### src/rtl/xy_location_core.sv
// xy_location_core: Avalon-MM peripheral that times two sensor trip inputs and
// derives X = COUNT1 - COUNT2, SUMSQ = COUNT1^2 + COUNT2^2 and RESULT = isqrt(SUMSQ).
// Optional build macro: XYLOC_GPIO_MIRROR_EN mirrors {RESULT[15:0], X[15:0]}
// onto gpio_outputs while STATUS.done is set.
module xy_location_core #(
    parameter int CNT_W     = 16,
    parameter int SQRT_ITER = 17
) (
    input  logic        clk,
    input  logic        reset,
    input  logic [4:0]  slave_address,
    input  logic        slave_read,
    input  logic        slave_write,
    output logic [31:0] slave_readdata,
    input  logic [31:0] slave_writedata,
    input  logic [3:0]  slave_byteenable,
    input  logic [31:0] gpio_inputs,
    output logic [31:0] gpio_outputs,
    input  logic        tripone,
    input  logic        triptwo
);
    localparam int SQ_W  = 2*CNT_W + 1;
    localparam int RAD_W = 2*SQRT_ITER;
    localparam int REM_W = SQRT_ITER + 3;
    localparam int IT_W  = $clog2(SQRT_ITER);
    localparam logic [CNT_W-1:0] CNT_MAX = '1;

    typedef enum logic [1:0] {IDLE, SQUARE, SQRT, DONE} state_t;

    state_t state_reg, state_next;

    logic                 enable_reg;
    logic                 busy_reg, done_reg;
    logic [CNT_W-1:0]     a_reg, b_reg;
    logic [31:0]          x_reg;
    logic [SQ_W-1:0]      sumsq_reg;
    logic [SQRT_ITER-1:0] result_reg, root_reg;
    logic [RAD_W-1:0]     rad_reg;
    logic [REM_W-1:0]     rem_reg;
    logic [IT_W-1:0]      iter_reg;
    logic [31:0]          samples_reg;
    logic [31:0]          gpio_in_reg;
    logic [31:0]          gpio_out;

    // Bus write decode; CTRL.clear is a single-cycle command, never stored
    logic       wr_ctrl, wr_status, clear_cmd, done_clr, start, last_iter;
    logic [1:0] ovf_clr, trip_in, valid_w, ovf_w;
    logic [CNT_W-1:0] count_w [2];

    assign wr_ctrl   = slave_write && (slave_address == 5'd0) && slave_byteenable[0];
    assign wr_status = slave_write && (slave_address == 5'd1) && slave_byteenable[0];
    assign clear_cmd = wr_ctrl && slave_writedata[1];
    assign done_clr  = wr_status && slave_writedata[0];
    assign ovf_clr   = wr_status ? slave_writedata[5:4] : 2'b00;
    assign trip_in   = {triptwo, tripone};
    assign start     = (state_reg == IDLE) && (&valid_w);
    assign last_iter = (iter_reg == IT_W'(SQRT_ITER - 1));

    // One timing channel per sensor: edge detect, saturating counter, latch and flags
    genvar gi;
    generate
        for (gi = 0; gi < 2; gi++) begin : g_ch
            logic             trip_reg, prev_reg, valid_reg, ovf_reg;
            logic [CNT_W-1:0] cnt_reg, count_reg;
            logic             ev;
            assign ev = trip_reg && !prev_reg && enable_reg;

            // Counter runs while enabled; a trip edge latches the interval and restarts it
            always_ff @(posedge clk) begin
                if (reset) begin
                    trip_reg  <= 1'b0;
                    prev_reg  <= 1'b0;
                    valid_reg <= 1'b0;
                    ovf_reg   <= 1'b0;
                    cnt_reg   <= '0;
                    count_reg <= '0;
                end else begin
                    trip_reg <= trip_in[gi];
                    prev_reg <= trip_reg;
                    if (ovf_clr[gi]) ovf_reg <= 1'b0;
                    if (start) valid_reg <= 1'b0;
                    if (clear_cmd) begin
                        cnt_reg   <= '0;
                        valid_reg <= 1'b0;
                    end else if (ev) begin
                        count_reg <= cnt_reg;
                        cnt_reg   <= '0;
                        valid_reg <= 1'b1;
                    end else if (enable_reg && cnt_reg != CNT_MAX) begin
                        cnt_reg <= cnt_reg + 1'b1;
                        // flag only on reaching saturation so a software clear sticks
                        if (cnt_reg == CNT_MAX - 1'b1) ovf_reg <= 1'b1;
                    end
                end
            end

            assign valid_w[gi] = valid_reg;
            assign ovf_w[gi]   = ovf_reg;
            assign count_w[gi] = count_reg;
        end

        // GPIO_OUT stored per byte so each lane honours its own byteenable
        for (gi = 0; gi < 4; gi++) begin : g_gpio
            logic [7:0] byte_reg;
            always_ff @(posedge clk) begin
                if (reset) byte_reg <= 8'h00;
                else if (slave_write && slave_address == 5'd8 && slave_byteenable[gi])
                    byte_reg <= slave_writedata[8*gi +: 8];
            end
            assign gpio_out[8*gi +: 8] = byte_reg;
        end
    endgenerate

    // Square stage and one restoring square-root step (two radicand bits per cycle)
    logic [2*CNT_W-1:0]   sq_a, sq_b;
    logic [SQ_W-1:0]      sumsq_calc;
    logic [CNT_W:0]       diff;
    logic [REM_W-1:0]     rem_shift, trial, rem_new;
    logic                 rem_ge;
    logic [SQRT_ITER-1:0] root_new;

    assign sq_a       = a_reg * a_reg;
    assign sq_b       = b_reg * b_reg;
    assign sumsq_calc = {1'b0, sq_a} + {1'b0, sq_b};
    assign diff       = {1'b0, a_reg} - {1'b0, b_reg};
    assign rem_shift  = {rem_reg[REM_W-3:0], rad_reg[RAD_W-1 -: 2]};
    assign trial      = {1'b0, root_reg, 2'b01};
    assign rem_ge     = (rem_shift >= trial);
    assign rem_new    = rem_ge ? (rem_shift - trial) : rem_shift;
    assign root_new   = {root_reg[SQRT_ITER-2:0], rem_ge};

    // FSM state register
    always_ff @(posedge clk) begin
        if (reset) state_reg <= IDLE;
        else       state_reg <= state_next;
    end

    // FSM next-state logic
    always_comb begin
        state_next = state_reg;
        case (state_reg)
            IDLE:    if (start) state_next = SQUARE;
            SQUARE:  state_next = SQRT;
            SQRT:    if (last_iter) state_next = DONE;
            DONE:    state_next = IDLE;
            default: state_next = IDLE;
        endcase
    end

    // Datapath registers; done/busy/SAMPLES update as the last root bit resolves
    always_ff @(posedge clk) begin
        if (reset) begin
            busy_reg    <= 1'b0;
            done_reg    <= 1'b0;
            a_reg       <= '0;
            b_reg       <= '0;
            x_reg       <= '0;
            sumsq_reg   <= '0;
            result_reg  <= '0;
            root_reg    <= '0;
            rad_reg     <= '0;
            rem_reg     <= '0;
            iter_reg    <= '0;
            samples_reg <= '0;
        end else begin
            if (clear_cmd || done_clr) done_reg <= 1'b0;
            case (state_reg)
                IDLE: if (start) begin
                    a_reg    <= count_w[0];
                    b_reg    <= count_w[1];
                    busy_reg <= 1'b1;
                end
                SQUARE: begin
                    x_reg     <= {{(31-CNT_W){diff[CNT_W]}}, diff};
                    sumsq_reg <= sumsq_calc;
                    rad_reg   <= {{(RAD_W-SQ_W){1'b0}}, sumsq_calc};
                    rem_reg   <= '0;
                    root_reg  <= '0;
                    iter_reg  <= '0;
                end
                SQRT: begin
                    rad_reg  <= {rad_reg[RAD_W-3:0], 2'b00};
                    rem_reg  <= rem_new;
                    root_reg <= root_new;
                    iter_reg <= iter_reg + 1'b1;
                    if (last_iter) begin
                        result_reg  <= root_new;
                        done_reg    <= 1'b1;
                        busy_reg    <= 1'b0;
                        samples_reg <= samples_reg + 1'b1;
                    end
                end
                default: ;
            endcase
        end
    end

    // CTRL.enable and the sampled GPIO inputs
    always_ff @(posedge clk) begin
        if (reset) begin
            enable_reg  <= 1'b1;
            gpio_in_reg <= '0;
        end else begin
            gpio_in_reg <= gpio_inputs;
            if (wr_ctrl) enable_reg <= slave_writedata[0];
        end
    end

    // Registered read mux; returns 0 whenever no read is presented
    always_ff @(posedge clk) begin
        if (reset) begin
            slave_readdata <= '0;
        end else if (slave_read) begin
            case (slave_address)
                5'd0:    slave_readdata <= {31'b0, enable_reg};
                5'd1:    slave_readdata <= {26'b0, ovf_w, valid_w, busy_reg, done_reg};
                5'd2:    slave_readdata <= {{(32-CNT_W){1'b0}}, count_w[0]};
                5'd3:    slave_readdata <= {{(32-CNT_W){1'b0}}, count_w[1]};
                5'd4:    slave_readdata <= x_reg;
                5'd5:    slave_readdata <= sumsq_reg[31:0];
                5'd6:    slave_readdata <= {31'b0, sumsq_reg[SQ_W-1]};
                5'd7:    slave_readdata <= {{(32-SQRT_ITER){1'b0}}, result_reg};
                5'd8:    slave_readdata <= gpio_out;
                5'd9:    slave_readdata <= gpio_in_reg;
                5'd10:   slave_readdata <= samples_reg;
                default: slave_readdata <= '0;
            endcase
        end else begin
            slave_readdata <= '0;
        end
    end

`ifdef XYLOC_GPIO_MIRROR_EN
    assign gpio_outputs = done_reg ? {result_reg[15:0], x_reg[15:0]} : gpio_out;
`else
    assign gpio_outputs = gpio_out;
`endif

endmodule

### config.mk
export PLATFORM = sky130hd
export DESIGN_NAME = xy_location_core
export DESIGN_NICKNAME = d
export VERILOG_FILES = /design/src/rtl/xy_location_core.sv
export SDC_FILE = /design/constraint.sdc
export NUM_CORES = 2
export LEC_CHECK = 0
export ABC_AREA = 1
export CORE_UTILIZATION = 50
export CTS_BUF_LIST = sky130_fd_sc_hd__clkbuf_4
export DETAILED_ROUTE_END_ITERATION = 8
export PLACE_DENSITY = 0.68
export SYNTH_ARGS = -nofsm -noshare
export SYNTH_HDL_FRONTEND = slang
export SYNTH_SLANG_ARGS = --single-unit
export TNS_END_PERCENT = 100
### constraint.sdc
create_clock -name clk -period 18.7 [get_ports clk]
set_input_delay 3.74 -clock clk [delete_from_list [all_inputs] [get_ports clk]]
set_output_delay 3.74 -clock clk [all_outputs]
set_load 0.005 [all_outputs]
After elaboration in Yosys (flattened, before gate mapping)
Index checks and enable logic that the tools add are counted.
{ "classes": {"n_addsub": 7, "mul": 2, "n_lt_le_gt_ge": 1, "n_eq_ne": 20, "mux": 29, "n_bitwise": 2, "n_reduce_logical": 38} }
{ "ops": {"columns": ["operator", "n"], "rows": [
  ["one-hot mux 32 bit (11 select lines)", 1],
  ["one-hot mux 34 bit (2 select lines)", 1],
  ["multiplier 16 x 16 -> 32 bit", 2],
  ["one-hot mux 18 bit (2 select lines)", 1],
  ["one-hot mux 17 bit (2 select lines)", 1],
  ["adder 32 x 32 -> 33 bit", 1],
  ["adder 16 x 1 -> 16 bit (second input constant)", 2],
  ["adder 32 x 1 -> 32 bit (second input constant)", 1],
  ["== test 16 bit (second input constant)", 2],
  ["!= test 16 bit (second input constant)", 2],
  ["== test 5 x 3 -> 1 bit (second input constant)", 4],
  ["greater-or-equal comparator 20 x 19 -> 1 bit", 1],
  ["logical AND 1 bit", 18],
  ["2-to-1 mux 1 bit", 18],
  ["2-to-1 mux 18 bit", 1],
  ["subtractor 18 bit", 1],
  ["subtractor 16 x 16 -> 17 bit", 1],
  ["== test 5 x 4 -> 1 bit (second input constant)", 3],
  ["AND reduction 2 bit", 6],
  ["== test 5 x 2 -> 1 bit (second input constant)", 2],
  ["one-hot mux 5 bit (2 select lines)", 1],
  ["one-hot mux 2 bit (4 select lines)", 1],
  ["nonzero test 2 bit", 4],
  ["2-to-1 mux 2 bit", 3],
  ["15 further kinds", 21]
]} }
{ "totals": {"register_bits": 378, "inputBits": 79, "elab_cells": 131} }

Longest topological paths before layout
{ "logic_depth": {"word_depth": 9, "mapped_depth": 32} }

Worst setup path before layout
OpenSTA, ideal clock, no wires.
{ "synth_timing": {"path_type": "register to register", "start": "register a_reg[4]", "end": "register sumsq_reg[17]", "setup_time_ns": 0.057, "arrival_time_ns": 6.590, "required_time_ns": 18.643, "setup_slack_ns": 12.053, "stages_incl_launch_ff": 29, "path_buffers": 2, "period_less_slack_ns": 6.647, "path_cell_list": "dfxtp_1 > clkbuf_1 > clkbuf_1 > nand2_1 > fa_1 > inv_1 > fa_1 > fa_1 > inv_1 > fa_1 > inv_1 > fa_1 > fa_1 > fa_1 > inv_1 > fa_1 > inv_1 > ha_1 > nand2_1 > inv_1 > a21oi_1 > nand3_1 > nand2_1 > nand2_1 > nand2_1 > nand2_1 > o21ai_0 > nand2_1 > inv_1"} }
{ "synth_via": {"elab_chain_cells": 2} }
{ "synth_rtl": {"columns": ["element", "line_no", "source"], "rows": [
  ["start, declared", "34", "logic [CNT_W-1:0] a_reg, b_reg;"],
  ["start signal, assigned", "169", "a_reg <= count_w[0];"],
  ["multiplier 16 x 16 -> 32 bit", "122", "assign sq_a = a_reg * a_reg;"],
  ["adder 32 x 32 -> 33 bit", "124", "assign sumsq_calc = {1'b0, sq_a} + {1'b0, sq_b};"],
  ["end signal, assigned", "175", "sumsq_reg <= sumsq_calc;"],
  ["end, declared", "36", "logic [SQ_W-1:0] sumsq_reg;"]
]} }
No other way between the ends.
A chain may end at the register's enable or synchronous reset.

Final worst setup path
{ "layout_timing": {"start": "register b_reg[9]", "end": "register sumsq_reg[17]"} }
{ "layout_via": {"elab_chain_cells": 2} }
{ "layout_rtl": {"columns": ["element", "line_no", "source"], "rows": [
  ["start, declared", "34", null],
  ["start signal, assigned", "170", "b_reg <= count_w[1];"],
  ["multiplier 16 x 16 -> 32 bit", "123", "assign sq_b = b_reg * b_reg;"],
  ["adder 32 x 32 -> 33 bit", "124", null]
]} }
No other way between the ends.

==> impl_metrics.toml <==
[status]
status = "finished, final reports clean"

[global_route]
grt_pass1_wl_um = 155000
busiest_layer = "met2"
use_met2_pct = 49.1
first_global_vias = 28600
gr-usage-met1_pct = 38.5
grt_overflow = 0
grt_use_met3_pct = 4.33
antenna_found_initial = 4
track_usage_pct = 29.6
grt_max_degree = 105

[cts]
postCtsSetupBuffers = 0
clkLatencyLatePin_ns = 0.88
path_clk_slew_ns = 0.08
htreeDepth = 3
root_buffer = "clkbuf_4"
cts_tree = "yes"
cts_resized = 0
clockBufferDepth = 3
cts_made_buffers = 104
cts_hold_buf = 0
clock-sinks = 377

[synth]
synthTopCellsByArea = "fa_1 (23%), dfxtp_1 (23%), inv_1 (12%)"
synth_top_area_cell = "fa_1"
syn-num-nets = 5225
synth.top_cell.area_share_pct = 23.0
async_reset_ff_share_pct = 0
synthesis.instances = 4515
ys_ff_latch = 377
syn-cell-area_um2 = 33400
syn_area_per_cell_um2 = 7.39
yosys_warnings = 0
yosys.cell_types.count = 52
synth.cells.most_frequent = "inv_1 (1068), nand2_1 (966), fa_1 (383)"
yosysSeqAreaShare_pct = 22.6
synth-edff-count = 0
synth.most_common_cell = "inv_1"
yosys_most_used_dff = "dfxtp_1"

[setup_path]
cpPeakStageDelay_ns = 0.97
cp_slowest_cell = "dfxtp_1"
worstPathArrival_ns = 8.29
worst-setup-path-type = "flip-flop to flip-flop"
cp.required_ns = 19.45
end_kind = "flip-flop"
critPathLaunchType = "flip-flop"
crit_top_cell = "fa_1"
cp_max_fo = 17

[route]
drt-total-wl_um = 98400
drt-initial-drc-count = 2336
firstDrtPassIters = 6
vias = 28900
drc = 0
wire_per_inst_um = 17.7
via_per_inst = 5.19
drtAntennaViolNets = 0

[sta]
finalCritPeriodShare_pct = 40.3
setup_tns_ns = 0
hold_viol = 0
min_period_ns = 7.54
fmax_mhz = 133
final_max_slew_viol_count = 0
rsz0062_at_grt = "false"
clock_skew_ns = 0.0411
worst_pin_slew_ns = 1.12
maxSlewHeadroom_pct = 25.4
setup_violations = 0

[finish]
fillers = 6441
ff_latch_area_um2 = 7550
drive_gt1_share_pct = 4.86
largest_reg_flops = 34
fin_nets = 5330
syn_to_final_growth_pct = 10.1
multi_input_area_um2 = 21200

[flow_run]
drv_cap = 0

[pwr]
total_power_mw = 2.06
power_leakage_nw = 19.5
power_density_nw_per_um2 = 56.0
ir_drop_uv = 74.6

[min_path]
hold_class = "flip-flop to flip-flop"

[floorplanning]
die_area_um2 = 67800
die_w_um = 260
start_util_pct = 50.7
io_pins = 143
rows = 94
core_region_area_um2 = 65900
fp.dieH_um = 260

[placed_design]
port_buffers = 142
hpwl_um = 78100
gp_congestion = 0.960
-- critical path, delay by kind of cell (launching register included) --
kind                       cells  cell delay (ns)
adders and majority gates      9             4.62
and+or+nand+nor                7             1.18
DFF                            1             0.97
buffers and inverters          7             0.35
AOI/OAI and AO/OA              2             0.27
-- worst paths after layout --
kind                                        from                to  slack, ns  cells past startpoint
worst min-delay path            g_ch[0].trip_reg  g_ch[0].prev_reg       0.43                      2
worst max register to register          b_reg[9]     sumsq_reg[17]      11.16                     25
worst min register to register  g_ch[0].trip_reg  g_ch[0].prev_reg       0.43                      2
worst max-delay path                    b_reg[9]     sumsq_reg[17]      11.16                     25
-- cells by family after synthesis --
kind of cell | synth area share [%]
AND/OR/NAND/NOR | 19.4
flip-flops | 22.6
adder cells (fa/ha/maj) | 32.3
AO/OA/AOI/OAI | 9.98
XOR/XNOR | 1.71
buffers and inverters | 14.1
-- layer usage --
layer,part of all wire (%),vias up
met4,4.1,0
met5,0,-
met2,47,951
met1,43,13800
met3,6.5,181
li1,-,13900
-- power breakdown --
part | switching (mW) | internal, mW
sequential | 0.0436 | 0.850
combinational | 0.280 | 0.114
clock | 0.372 | 0.400
total | 0.695 | 1.36
-- through the flow --
step           hold slack, ns  util (%)  worst slack, ns  cell area (µm²)  instances
2_1_floorplan           0.411         -            12.05            33400       4515
3_3_place_gp            0.431      53.8            11.33            35400       5378
3_5_place_dp            0.430      53.8            11.26            35400       5378
4_1_cts                 0.428      55.8            11.25            36800       5560
5_1_grt                 0.450      55.8            10.84            36800       5562
6_report                0.433      55.8            11.16            36800       5562
-- cell type report --
type                    instances  share of cell area, %
diodes                          2                 0.0136
clock buffers                 152                   3.10
clock inverters                30                  0.527
inverters                    1075                   11.0
multi-input cells            2896                   57.5
flip-flops and latches        377                   20.5
well taps                     864                   2.94
repair buffers                166                   4.36
-- cells in the final DEF, fill, tap and decap left out, types with 19 or more instances in the layout --
master,n
ha_1,247
dfxtp_1,377
clkbuf_4,152
clkdlybuf4s50_1,141
o22ai_1,19
nand2_1,966
xor2_1,48
o21ai_0,227
a31oi_1,27
buf_4,24
nor3_1,56
a21oi_1,280
nand4_1,19
nor2_1,342
nand3b_1,20
nand3_1,142
clkinv_1,22
fa_1,383
inv_1,1066
No activity file was read; power rests on OpenSTA's default activity.
